--- config.mk ---
export PLATFORM = sky130hd
export DESIGN_NAME = ps2_key_ctrl_flat
export DESIGN_NICKNAME = d
export VERILOG_FILES = /design/src/rtl/ps2_key_ctrl_pkg.sv /design/src/rtl/ps2_key_ctrl_if.sv /design/src/rtl/ps2_key_ctrl.sv /design/src/flat_wrapper.sv
export SDC_FILE = /design/constraint.sdc
export NUM_CORES = 1
export LEC_CHECK = 0
export BUFFER_PORTS_ARGS = -buffer_cell sky130_fd_sc_hd__buf_2
export CELL_PAD_IN_SITES_DETAIL_PLACEMENT = 0
export CELL_PAD_IN_SITES_GLOBAL_PLACEMENT = 1
export CORE_MARGIN = 5
export CORE_UTILIZATION = 44
export DETAILED_ROUTE_END_ITERATION = 10
export PLACE_DENSITY = 0.91
export SYNTH_ARGS = -nofsm -noshare
export SYNTH_HDL_FRONTEND = slang
export SYNTH_SLANG_ARGS = --single-unit
export TNS_END_PERCENT = 50
--- constraint.sdc ---
create_clock -name clk -period 5.3 [get_ports clk]
set_clock_uncertainty 0.1 [all_clocks]
set_input_delay 1.06 -clock clk [delete_from_list [all_inputs] [get_ports clk]]
set_output_delay 1.06 -clock clk [all_outputs]
set_load 0.01 [all_outputs]
--- src/rtl/ps2_key_ctrl_pkg.sv ---
// Shared constants for the PS/2 key sequencer: FSM encoding and scan-code values.
package ps2_key_ctrl_pkg;

   localparam int unsigned BYTE_W = 8;

   localparam logic [BYTE_W-1:0] SC_EXT     = 8'hE0;
   localparam logic [BYTE_W-1:0] SC_BRK     = 8'hF0;
   localparam logic [BYTE_W-1:0] ASCII_NONE = 8'h00;

   typedef enum logic [2:0] {
      S_IDLE    = 3'd0,
      S_POP     = 3'd1,
      S_DECODE  = 3'd2,
      S_LOOKUP  = 3'd3,
      S_CAPTURE = 3'd4
   } state_t;

endpackage

--- src/rtl/ps2_key_ctrl_if.sv ---
// Bundle of receiver handshake, LUT port and key-status outputs of the sequencer.
interface ps2_key_ctrl_if #(
   parameter int unsigned CNT_W = 8
) ();
   import ps2_key_ctrl_pkg::*;

   logic              kbd_ready;
   logic [BYTE_W-1:0] kbd_data;
   logic              kbd_overflow;
   logic              kbd_nextdata_n;
   logic [BYTE_W-1:0] lut_addr;
   logic [BYTE_W-1:0] lut_dout;
   logic [BYTE_W-1:0] key_code;
   logic [BYTE_W-1:0] key_ascii;
   logic              key_valid;
   logic              key_ext;
   logic [CNT_W-1:0]  press_count;
   logic              evt_make;
   logic              evt_break;
   logic              ovf_sticky;

   modport master (
      input  kbd_ready, kbd_data, kbd_overflow, lut_dout,
      output kbd_nextdata_n, lut_addr, key_code, key_ascii, key_valid,
             key_ext, press_count, evt_make, evt_break, ovf_sticky
   );

   modport slave (
      output kbd_ready, kbd_data, kbd_overflow, lut_dout,
      input  kbd_nextdata_n, lut_addr, key_code, key_ascii, key_valid,
             key_ext, press_count, evt_make, evt_break, ovf_sticky
   );
endinterface

--- src/rtl/ps2_key_ctrl.sv ---
// Pops scan codes from the PS/2 receiver FIFO, parses E0/F0 prefixes into
// make/break events, and resolves the held key's ASCII through an external LUT.
module ps2_key_ctrl
   import ps2_key_ctrl_pkg::*;
#(
   parameter int unsigned CNT_W        = 8,
   parameter int unsigned COUNT_REPEAT = 0,
   parameter int unsigned LUT_LAT      = 1
) (
   input  logic           clk,
   input  logic           reset,
   ps2_key_ctrl_if.master bus
);

   localparam int unsigned LAT_W = 2;

   state_t            r_state;
   logic [BYTE_W-1:0] r_byte;
   logic [LAT_W-1:0]  r_lat_cnt;
   logic              r_ext_pend;
   logic              r_brk_pend;
   logic              r_nextdata_n;
   logic [BYTE_W-1:0] r_lut_addr;
   logic [BYTE_W-1:0] r_key_code;
   logic [BYTE_W-1:0] r_key_ascii;
   logic              r_key_valid;
   logic              r_key_ext;
   logic [CNT_W-1:0]  r_press_count;
   logic              r_evt_make;
   logic              r_evt_break;
   logic              r_ovf_sticky;
   logic              w_match;

   // Byte refers to the key already held, including its extended flag
   assign w_match = r_key_valid && (r_byte == r_key_code) && (r_ext_pend == r_key_ext);

   always_ff @(posedge clk or posedge reset) begin
      if (reset) begin
         r_state       <= S_IDLE;
         r_byte        <= '0;
         r_lat_cnt     <= '0;
         r_ext_pend    <= 1'b0;
         r_brk_pend    <= 1'b0;
         r_nextdata_n  <= 1'b1;
         r_lut_addr    <= '0;
         r_key_code    <= '0;
         r_key_ascii   <= ASCII_NONE;
         r_key_valid   <= 1'b0;
         r_key_ext     <= 1'b0;
         r_press_count <= '0;
         r_evt_make    <= 1'b0;
         r_evt_break   <= 1'b0;
      end else begin
         r_evt_make  <= 1'b0;
         r_evt_break <= 1'b0;
         case (r_state)
            S_IDLE: begin
               if (bus.kbd_ready) begin
                  r_byte       <= bus.kbd_data;
                  r_nextdata_n <= 1'b0;
                  r_state      <= S_POP;
               end
            end
            S_POP: begin
               r_nextdata_n <= 1'b1;
               r_state      <= S_DECODE;
            end
            S_DECODE: begin
               r_state <= S_IDLE;
               if (r_byte == SC_EXT) begin
                  r_ext_pend <= 1'b1;
               end else if (r_byte == SC_BRK) begin
                  r_brk_pend <= 1'b1;
               end else if (r_brk_pend) begin
                  // Releases of keys other than the held one are ignored
                  if (w_match) begin
                     r_key_valid <= 1'b0;
                     r_key_ascii <= ASCII_NONE;
                     r_evt_break <= 1'b1;
                  end
                  r_ext_pend <= 1'b0;
                  r_brk_pend <= 1'b0;
               end else if (w_match) begin
                  r_ext_pend <= 1'b0;
                  if (COUNT_REPEAT != 0) begin
                     r_press_count <= r_press_count + CNT_W'(1);
                     r_evt_make    <= 1'b1;
                  end
               end else begin
                  r_key_code <= r_byte;
                  r_key_ext  <= r_ext_pend;
                  r_ext_pend <= 1'b0;
                  // Extended keys have no ASCII mapping, so skip the LUT
                  if (r_ext_pend) begin
                     r_key_ascii   <= ASCII_NONE;
                     r_key_valid   <= 1'b1;
                     r_press_count <= r_press_count + CNT_W'(1);
                     r_evt_make    <= 1'b1;
                  end else begin
                     r_lut_addr <= r_byte;
                     r_lat_cnt  <= '0;
                     r_state    <= S_LOOKUP;
                  end
               end
            end
            S_LOOKUP: begin
               if (r_lat_cnt == LAT_W'(LUT_LAT - 1)) begin
                  r_state <= S_CAPTURE;
               end else begin
                  r_lat_cnt <= r_lat_cnt + LAT_W'(1);
               end
            end
            S_CAPTURE: begin
               r_key_ascii   <= bus.lut_dout;
               r_key_valid   <= 1'b1;
               r_press_count <= r_press_count + CNT_W'(1);
               r_evt_make    <= 1'b1;
               r_state       <= S_IDLE;
            end
            default: r_state <= S_IDLE;
         endcase
      end
   end

   always_ff @(posedge clk or posedge reset) begin
      if (reset) begin
         r_ovf_sticky <= 1'b0;
      end else if (bus.kbd_overflow) begin
         r_ovf_sticky <= 1'b1;
      end
   end

   assign bus.kbd_nextdata_n = r_nextdata_n;
   assign bus.lut_addr       = r_lut_addr;
   assign bus.key_code       = r_key_code;
   assign bus.key_ascii      = r_key_ascii;
   assign bus.key_valid      = r_key_valid;
   assign bus.key_ext        = r_key_ext;
   assign bus.press_count    = r_press_count;
   assign bus.evt_make       = r_evt_make;
   assign bus.evt_break      = r_evt_break;
   assign bus.ovf_sticky     = r_ovf_sticky;

endmodule
--- src/flat_wrapper.sv ---
// flat-port wrapper written by rule: the top's interface ports become plain ports
module ps2_key_ctrl_flat import ps2_key_ctrl_pkg::*;
#(
   parameter int unsigned CNT_W        = 8,
   parameter int unsigned COUNT_REPEAT = 0,
   parameter int unsigned LUT_LAT      = 1
)
  (clk, reset, bus_kbd_ready, bus_kbd_data, bus_kbd_overflow, bus_lut_dout, bus_kbd_nextdata_n, bus_lut_addr, bus_key_code, bus_key_ascii, bus_key_valid, bus_key_ext, bus_press_count, bus_evt_make, bus_evt_break, bus_ovf_sticky);
  ps2_key_ctrl_if #(.CNT_W(CNT_W)) bus_i ();
  input  logic clk;
  input  logic reset;
  input wire logic [$bits(bus_i.kbd_ready)-1:0] bus_kbd_ready;
  input wire logic [$bits(bus_i.kbd_data)-1:0] bus_kbd_data;
  input wire logic [$bits(bus_i.kbd_overflow)-1:0] bus_kbd_overflow;
  input wire logic [$bits(bus_i.lut_dout)-1:0] bus_lut_dout;
  output wire logic [$bits(bus_i.kbd_nextdata_n)-1:0] bus_kbd_nextdata_n;
  output wire logic [$bits(bus_i.lut_addr)-1:0] bus_lut_addr;
  output wire logic [$bits(bus_i.key_code)-1:0] bus_key_code;
  output wire logic [$bits(bus_i.key_ascii)-1:0] bus_key_ascii;
  output wire logic [$bits(bus_i.key_valid)-1:0] bus_key_valid;
  output wire logic [$bits(bus_i.key_ext)-1:0] bus_key_ext;
  output wire logic [$bits(bus_i.press_count)-1:0] bus_press_count;
  output wire logic [$bits(bus_i.evt_make)-1:0] bus_evt_make;
  output wire logic [$bits(bus_i.evt_break)-1:0] bus_evt_break;
  output wire logic [$bits(bus_i.ovf_sticky)-1:0] bus_ovf_sticky;
  assign bus_i.kbd_ready = bus_kbd_ready;
  assign bus_i.kbd_data = bus_kbd_data;
  assign bus_i.kbd_overflow = bus_kbd_overflow;
  assign bus_i.lut_dout = bus_lut_dout;
  assign bus_kbd_nextdata_n = bus_i.kbd_nextdata_n;
  assign bus_lut_addr = bus_i.lut_addr;
  assign bus_key_code = bus_i.key_code;
  assign bus_key_ascii = bus_i.key_ascii;
  assign bus_key_valid = bus_i.key_valid;
  assign bus_key_ext = bus_i.key_ext;
  assign bus_press_count = bus_i.press_count;
  assign bus_evt_make = bus_i.evt_make;
  assign bus_evt_break = bus_i.evt_break;
  assign bus_ovf_sticky = bus_i.ovf_sticky;
  ps2_key_ctrl #(.CNT_W(CNT_W), .COUNT_REPEAT(COUNT_REPEAT), .LUT_LAT(LUT_LAT)) u_core (.clk(clk), .reset(reset), .bus(bus_i));
endmodule
==> Word level (Yosys, flattened, before mapping) <==
Index checks and enable logic that the tools add are counted.
Widths: inputs -> output; s select.
{ "word_totals": {"regBits": 53, "word_cells": 111, "in_bits": 20, "output_inout_bits": 38} }
{ "op_classes": {"n_eq_ne": 21, "mux": 51, "n_bitwise": 5, "reduce_logical": 17, "n_addsub": 2} }
{ "op_table": {"columns": ["operator", "count"], "rows": [
  ["$mux 8", 11],
  ["$pmux 8 s2", 2],
  ["$mux 1", 20],
  ["$mux 3", 6],
  ["$reduce_and 6->1", 3],
  ["$eq 8x8->1 const B", 2],
  ["$mux 2", 7],
  ["$ne 2x2->1 const B", 7],
  ["$pmux 3 s4", 1],
  ["$reduce_and 2->1", 5],
  ["$add 8x1->8 const B", 1],
  ["$eq 8x8->1", 1],
  ["$reduce_and 7->1", 1],
  ["$eq 3x2->1 const B", 2],
  ["$ne 2x1->1 const B", 3],
  ["$pmux 1 s2", 3],
  ["$reduce_bool 2->1", 3],
  ["$not 1->1", 5],
  ["$reduce_and 5->1", 1],
  ["$pmux 2 s2", 1],
  ["$eq 3x1->1 const B", 1],
  ["$eq 3x3->1 const B", 1],
  ["$logic_not 3->1", 1],
  ["$ne 3x1->1 const B", 1],
  ["other kinds (6)", 7]
]} }

==> Longest topological paths before layout <==
Gate-level depths: netlist of the first run.
{ "depth": {"word_depth": 8, "mapped_depth": 9, "mapped_depth_nobuf": 6} }

==> Worst setup path before layout of the first run <==
OpenSTA, ideal clock, no wires.
{ "synth_timing": {"path_type": "register -> register", "from": "reg u_core.r_state[0]", "to": "reg u_core.r_press_count[1], in the netlist u_core.bus.press_count[1]", "path_stages_with_launch": 8, "path_slack_ns": 3.206, "period_less_slack_ns": 2.094, "arrival_time_ns": 1.869, "setup_time_ns": 0.125, "path_cell_list": "dfrtp_1 > or3b_1 > buf_2 > a211oi_2 > o31ai_1 > buf_6 > o21bai_4 > mux2_2"} }
{ "synth_between": {"elab_chain_len": 3} }
{ "synth_lines": {"columns": ["element", "line_no", "text"], "rows": [
  ["from (decl)", "ps2_key_ctrl.sv:17", "state_t r_state;"],
  ["from (signal assigned)", "ps2_key_ctrl.sv:39", "r_state <= S_IDLE;"],
  ["from (signal assigned)", "ps2_key_ctrl.sv:61", "r_state <= S_POP;"],
  ["from (signal assigned)", "ps2_key_ctrl.sv:66", "r_state <= S_DECODE;"],
  ["$eq 3x2->1 / $eq 3x3->1 (equally long branches)", "ps2_key_ctrl.sv:56", "case (r_state)"],
  ["$ne 2x1->1 (no source line) (tied with other cells)", null, null],
  ["$reduce_and 6->1 (no source line)", null, null],
  ["to (signal assigned)", "ps2_key_ctrl.sv:86", "r_press_count <= r_press_count + CNT_W'(1);"],
  ["to (signal assigned)", "ps2_key_ctrl.sv:97", "r_press_count <= r_press_count + CNT_W'(1);"],
  ["to (signal assigned)", "ps2_key_ctrl.sv:116", "r_press_count <= r_press_count + CNT_W'(1);"],
  ["to (decl)", "ps2_key_ctrl.sv:28", "logic [CNT_W-1:0] r_press_count;"]
]} }
Several ways; a longest one is shown, not always the timed one.
A chain may end at the register's enable or synchronous reset.

==> Final worst setup path of the first run <==
{ "layout_timing": {"from": "reg u_core.r_byte[4]", "to": "reg u_core.r_lut_addr[7], in the netlist u_core.bus.lut_addr[7]"} }
{ "layout_between": {"elab_chain_len": 5} }
{ "layout_lines": {"columns": ["element", "line_no", "text"], "rows": [
  ["from (decl)", "ps2_key_ctrl.sv:18", "logic [BYTE_W-1:0] r_byte;"],
  ["from (signal assigned)", "ps2_key_ctrl.sv:59", "r_byte <= bus.kbd_data;"],
  ["$eq 8x8->1", "ps2_key_ctrl.sv:35", "assign w_match = r_key_valid && (r_byte == r_key_code) && (r_ext_pend == r_key_ext);"],
  ["$logic_and 1x1->1 (2 in a row)", "ps2_key_ctrl.sv:35", null],
  ["$not 1->1 (no source line)", null, null],
  ["$reduce_and 6->1 (no source line) *", null, null],
  ["to (signal assigned)", "ps2_key_ctrl.sv:100", "r_lut_addr <= r_byte;"],
  ["to (decl)", "ps2_key_ctrl.sv:23", "logic [BYTE_W-1:0] r_lut_addr;"]
]} }
Mark *: on every way between the ends. The rest lies on a longest branch, timed or not.

==> run metrics, run 1 <==
hold buffer count at cts 0; syn_area_per_cell 13.32 um2; fraction of layout cells with a size suffix above 1 0.4323; Fmax 356.5 MHz; number of port buffers 57; TritonCTS Buffers 5; core area 5010 um2; Die Area 6611 um2; register area share after synthesis 0.5934; met1 usage 0.1928; WP buf/inv 0; number of fill cells 457; worst slew pin tran 1.076 ns; minimum clock period 2.805 ns; Net count, final 250; CTS max path bufs 2; final WL 4.402 mm; Vias 1506; M2 GR Usage 0.2345; internal power 1.037 mW; Synth top area share 0.5817; Switch Pwr 557.1 uW; Mapped Area 2237 um2; result of the run completed; post_cts resized 0; Critical Path RT 5.39 ns; Via density 5.037; final cell count without fillers 299; hold path depth 1; busiest grt layer met2; GPL Wtd Cong 0.7446; Mapped Nets 190; Post-CTS Setup Inserts 0; clock share of power 0.175; Crit path arrival time 2.90 ns; largest net degree at the start of global routing 54; register area 1328 um2; count leader, synth dfrtp_1; max-slew violation count 0; most frequent cells after synthesis 52 x dfrtp_1, 26 x mux2_2, 15 x xnor2_1; leading area contributor after synthesis dfrtp_1; Crit. path cell count 5; crit-path max FO 12; TritonRoute pass-1 iters 4; Clock Sinks 53; FFs w/ async S/R, synth 1.000; number of synthesized register bits 53; critical path's slowest cell o31ai_2; Gate power share 0.376; final setup fails 0; CTS H-tree lvls 2; Wirelength per Cell 14.72 um; antenna violations before repair 0; CTS tree yes; site row count 26; crit share post-route 0.5293; DP Wirelength 3.191 mm; CTS root buffer clkbuf_8; Primary FF master, synth dfrtp_1; Synth area leaders dfrtp_1 58%, mux2_2 13%, xnor2_1 5.9%; Initial DRC Count 72; Post-synth EDFFs 0; Worst path max stage delay 0.89 ns; ordered list of cells on the worst path xnor2_1 > nand4_1 > o31ai_2 > nand2b_1 > mux2_2; relative slew slack 0.2814; area grow syn2layout 20.97%; CP endpoint kind register; PD cells 589.1 nW/um2; Hold Vio Cnt, Final 0; setup TNS 0 ns; initial core utilization 0.4466; yosys warns 0; CTS clock-pin slew for the worst setup and hold paths 0.09 ns; clk_lat worst skew 0.30 ns; Distinct cells, synth 34; Multi-input gate area 855.8 um2; cell family with most CP delay compound AO/OA/AOI/OAI gates; VDD IR max 0.0003099 V; DR DRC count 0; Die W 81.31 um; Reg2Reg Depth 5; number of antenna-violating nets in the routed design 0; dpl ws 2.483 ns; Worst Hold Class register to register; static leakage 1.300 nW; final core utilization 0.5402; RSZ-0062 raised after global routing no; Total GRT Usage 0.1468; Setup CP Type register to register; dpl cells 291; ant diodes 0; first-pass GRT wire length 7.327 mm; GRT overflow 0; max_cap viols 0; # IOs 58; Net Sw Frac 0.3494; grt met3 use 0.03880; vias in the first global route 1487; Flop pwr share 0.449; synthesized instance count 168; worst setup margin 2.495 ns; Die Height 81.31 um; Overall Power 1.594 mW; crit start category register
## final timing paths
kind	from	end	slack, ns
max in group asynchronous	reset	u_core.bus.key_valid$_DFFE_PP0P_	3.52
min	u_core.bus.press_count[7]$_DFFE_PP0P_	u_core.bus.press_count[7]$_DFFE_PP0P_	0.37
min reg2reg	u_core.bus.press_count[7]$_DFFE_PP0P_	u_core.bus.press_count[7]$_DFFE_PP0P_	0.37
max	u_core.r_byte[4]$_DFFE_PP0P_	u_core.bus.lut_addr[7]$_DFFE_PP0P_	2.49
min in group asynchronous	reset	u_core.r_byte[6]$_DFFE_PP0P_	0.92
max reg2reg	u_core.r_byte[4]$_DFFE_PP0P_	u_core.bus.lut_addr[7]$_DFFE_PP0P_	2.49
## per-layer routing
metal  vias to the layer above  wire, um
li1                        716         -
met3                         5       216
met2                        36      2199
met5                         -         0
met4                         0        68
met1                       749      1917
## registers in the layout (all words and copies together), names as in the netlist, 2 cells and up
name / cells
u_core.r_state: 3
u_core.r_byte: 8
u_core.bus.key_code: 8
u_core.bus.key_ascii: 8
u_core.bus.lut_addr: 8
u_core.r_lat_cnt: 2
u_core.bus.press_count: 8
## power by group through the flow
stage                     combinational [mW]  clock (mW)  sequential (mW)
after detailed placement               0.610           0            0.725
after global routing                   0.656       0.307            0.744
after global placement                 0.591           0            0.719
after CTS                              0.613       0.284            0.718
final                                  0.600       0.279            0.716
after floorplan                        0.377           0            0.748
## layout by cell type (no fill, tap or decap)
master | synthesis | routed
inv_1 | 7 | 6
a22o_1 | 10 | 10
o21ai_0 | 1 | 1
dfstp_2 | 1 | 1
nor3b_1 | 3 | 3
or3b_1 | 1 | 1
nand4_1 | 5 | 5
ha_1 | 2 | 2
a211oi_2 | 1 | 1
nand3_1 | 1 | 1
nor2_1 | 8 | 8
a311oi_1 | 1 | 1
buf_4 | 1 | 1
or2_2 | 1 | 1
o21bai_4 | 1 | 1
xor2_1 | 1 | 1
o21bai_1 | 1 | 1
buf_2 | 2 | 57
a21oi_1 | 4 | 4
clkbuf_1 | 1 | 1
mux2_2 | 26 | 26
o31ai_2 | 0 | 1
and4bb_2 | 1 | 1
nand2b_1 | 2 | 2
xnor2_1 | 15 | 15
and3_1 | 4 | 4
clkbuf_8 | 0 | 6
bufinv_16 | 0 | 1
and4b_1 | 1 | 1
nand2_1 | 7 | 7
o22ai_1 | 1 | 1
and4_1 | 1 | 1
dfrtp_1 | 52 | 52
nor3_1 | 2 | 2
inv_2 | 0 | 1
nor3_2 | 1 | 1
## per-stage QoR
| step | instance area (um2) | hold WS, ns |
|---|---|---|
| final | 2706 | 0.3709 |
| after detailed placement | 2590 | 0.3543 |
| after floorplan | 2237 | 0.3661 |
| after CTS | 2706 | 0.3778 |
| after global routing | 2706 | 0.4167 |
| after global placement | 2590 | 0.3494 |
## kinds of logic after synthesis
logic type	Yosys count	synth area share
AOI/OAI and AO/OA	21	0.07774
xor gates and xnor gates	16	0.06264
adders and majority gates	2	0.01118
buffers and inverters	12	0.02629
DFF	53	0.5934
muxes	26	0.1309
and+or+nand+nor	38	0.09787
## area by class of cell
| cell class | count | share of cell area |
|---|---|---|
| Inverter | 7 | 0.009709 |
| Clock buffer | 7 | 0.03190 |
| Timing Repair Buffer | 58 | 0.1082 |
| Clock inverter | 1 | 0.01110 |
| Tap cell | 70 | 0.03236 |
| Sequential cell | 53 | 0.4905 |
| Multi-Input combinational cell | 103 | 0.3162 |
No activity file was read; power rests on OpenSTA's default activity.
==> inputs of run 2 (changes only) <==
--- a/config.mk
+++ b/config.mk
@@ -9,9 +9,9 @@
 export CELL_PAD_IN_SITES_DETAIL_PLACEMENT = 0
 export CELL_PAD_IN_SITES_GLOBAL_PLACEMENT = 1
 export CORE_MARGIN = 5
-export CORE_UTILIZATION = 44
+export CORE_UTILIZATION = 41
 export DETAILED_ROUTE_END_ITERATION = 10
-export PLACE_DENSITY = 0.91
+export PLACE_DENSITY = 0.86
 export SYNTH_ARGS = -nofsm -noshare
 export SYNTH_HDL_FRONTEND = slang
 export SYNTH_SLANG_ARGS = --single-unit
==> constraint.sdc (replaced) <==
create_clock -name clk -period 2.93 [get_ports clk]
set_clock_uncertainty 0.1 [all_clocks]
set_input_delay 0.586 -clock clk [delete_from_list [all_inputs] [get_ports clk]]
set_output_delay 0.586 -clock clk [all_outputs]
set_load 0.01 [all_outputs]
==> run 2 against run 1 <==
Net effect:
- hold slack worse by 0.24 ns
- via count is 0.66% higher
- cell count rose by 1.0%
- power is 75% higher
- combinational power grew 83%
- critical endpoint is now u_core.bus.lut_addr[0]$_DFFE_PP0P_
==> run metrics, run 2 (same netlist as run 1, synthesis figures left out) <==
core area 5205 um2 (+3.9%); ordered list of cells on the worst path xnor2_1 > nand4_1 > o31ai_4 > nand2b_1 > mux2_2; DP Wirelength 3.349 mm (+4.9%); Crit path arrival time 2.62 ns (-0.28 ns); WP buf/inv 0 (unchanged); internal power 1.780 mW (+72%); max_cap viols 0 (unchanged); CP endpoint kind register; CTS root buffer clkbuf_8; number of port buffers 57 (unchanged); static leakage 1.297 nW (-0.25%); post-placement cell area 2613 um2 (+0.87%); Fmax 394.7 MHz (+11%); Critical Path RT 3.02 ns (-2.37 ns); hold buffer count at cts 0 (unchanged); RSZ-0062 raised after global routing no; Worst path max stage delay 0.61 ns (-0.28 ns); CTS H-tree lvls 2 (unchanged); # IOs 58 (unchanged); clk_lat worst skew 0.30 ns (about the same); Setup CP Type register to register; Overall Power 2.786 mW (+75%); area grow syn2layout 20.75%; TritonCTS Buffers 5 (unchanged); Die W 83.87 um (+3.1%); leading cell type in the layout, fill and taps excluded buf_2; fraction of layout cells with a size suffix above 1 0.4310 (-0.001280); crit share post-route 0.8646 (+0.3353); Reg2Reg Depth 5 (unchanged); Reg-to-Reg Start u_core.r_byte[6]$_DFFE_PP0P_; Initial DRC Count 49 (-32%); GPL Wtd Cong 0.6896 (-7.4%); Switch Pwr 1.006 mW (+81%); Total GRT Usage 0.1356 (-0.01119); worst slew pin tran 0.6363 ns (-0.4401 ns); max-slew violation count 0 (unchanged); setup TNS 0 ns (unchanged); Net Sw Frac 0.3612 (+0.01181); first-pass GRT wire length 7.652 mm (+4.4%); critical path's slowest cell o31ai_4; dpl ws 0.1091 ns (-2.374 ns); crit-path max FO 12 (unchanged); worst setup margin 0.3967 ns (-2.098 ns); DR DRC count 0 (unchanged); ant diodes 0 (unchanged); CTS tree yes; cell family with most CP delay simple AND/OR/NAND/NOR gates; clock share of power 0.138 (-0.037); Clock Sinks 53 (unchanged); CTS clock-pin slew for the worst setup and hold paths 0.08 ns (about the same); most frequent cells in the layout 57 x buf_2, 52 x dfrtp_1, 26 x mux2_2; Via density 5.020 (-0.34%); Net count, final 253 (+1.2%); Die Height 83.87 um (+3.1%); Flop pwr share 0.466 (+0.017); Vias 1516 (+0.66%); worst reg-to-reg setup slack 0.40 ns (-2.10 ns); Wirelength per Cell 14.56 um (-1.1%); critical path startpoint u_core.r_byte[6]$_DFFE_PP0P_; initial core utilization 0.4298 (-0.01675); final instance area 2701 um2 (-0.19%); number of fill cells 486 (+6.3%); minimum clock period 2.533 ns (-0.2719 ns); TritonRoute pass-1 iters 4 (unchanged); worst r2r dst u_core.bus.lut_addr[0]$_DFFE_PP0P_; relative slew slack 0.5758 (+0.2944); VDD IR max 0.0005264 V (+70%); result of the run completed; number of antenna-violating nets in the routed design 0 (unchanged); Worst Hold Class input port to asynchronous set/reset pin; Gate power share 0.395 (+0.019); site row count 26 (unchanged); Die Area 7033 um2 (+6.4%); CTS max path bufs 2 (unchanged); largest net degree at the start of global routing 25 (-54%); PD cells 1031 nW/um2 (+75%); vias in the first global route 1503 (+1.1%); final setup fails 0 (unchanged); crit start category register; final WL 4.398 mm (about the same); GRT overflow 0 (unchanged); Hold Vio Cnt, Final 0 (unchanged); antenna violations before repair 0 (unchanged)
[run 2: cell count changes in the layout (fill, tap and decap cells not counted), sizes merged]
| cell | previous run | this run |
|---|---|---|
| bufinv | 1 | 0 |
| clkbuf | 7 | 8 |
| buf | 58 | 61 |
[run 2: worst register-to-register path: cells and delay by family, from the launching register on]
family	cells	cell delay, ns
muxes	1	0.40
AOI/OAI and AO/OA	1	0.61
DFF	1	0.43
xor gates and xnor gates	1	0.17
and+or+nand+nor	2	0.72
[run 2: worst max-delay path by stage]
stage / endpoint / slack, ns / cells past startpoint
finish: u_core.bus.lut_addr[0]$_DFFE_PP0P_ / 0.40 / 5
global route: u_core.bus.lut_addr[7]$_DFFE_PP0P_ / 0.23 / 5
CTS: u_core.bus.lut_addr[5]$_DFFE_PP0P_ / 0.11 / 5
detailed placement: u_core.bus.lut_addr[5]$_DFFE_PP0P_ / 0.11 / 5
global placement: u_core.bus.lut_addr[4]$_DFFE_PP0P_ / 0.20 / 5
floorplan: u_core.bus.press_count[1]$_DFFE_PP0P_ / 0.84 / 7
[run 2: through the flow]
step,hold WS (ns),std cells,utilization
after floorplan,0.3661,168,-
after global placement,0.3493,294,0.5019
after detailed placement,0.3549,294,0.5019
after CTS,0.1331,302,0.5173
after global routing,0.1391,302,0.5190
final,0.1270,302,0.5190
[run 2: power by group through the flow]
stage	logic (mW)	clock network (mW)	registers (mW)
2_1_floorplan	0.682	0	1.35
3_3_place_gp	1.09	0	1.30
3_5_place_dp	1.11	0	1.31
4_1_cts	1.11	0.400	1.30
5_1_grt	1.22	0.437	1.35
6_report	1.10	0.385	1.30
[run 2: cell type report]
class / count / area, um2 / share of cell area
timing repair buffer: 61 / 315.3 / 0.1167
tap: 70 / 87.58 / 0.03242
multi-input combinational: 103 / 864.6 / 0.3201
sequential: 53 / 1328 / 0.4914
clock buffer: 8 / 80.08 / 0.02964
inverter: 7 / 26.28 / 0.009727
[run 2: per-layer routing]
| layer | GRT usage | wire [um] | vias up |
|---|---|---|---|
| met5 | 0 | 0 | - |
| met4 | 0.05263 | 68 | 0 |
| met3 | 0.03356 | 148 | 5 |
| met2 | 0.2133 | 2240 | 28 |
| met1 | 0.1803 | 1941 | 761 |
| li1 | - | - | 722 |
[run 2: what timing repair did]
item,CTS,global route
setup buffers,0,0
resized for setup,0,1
setup endpoints to repair,0,16
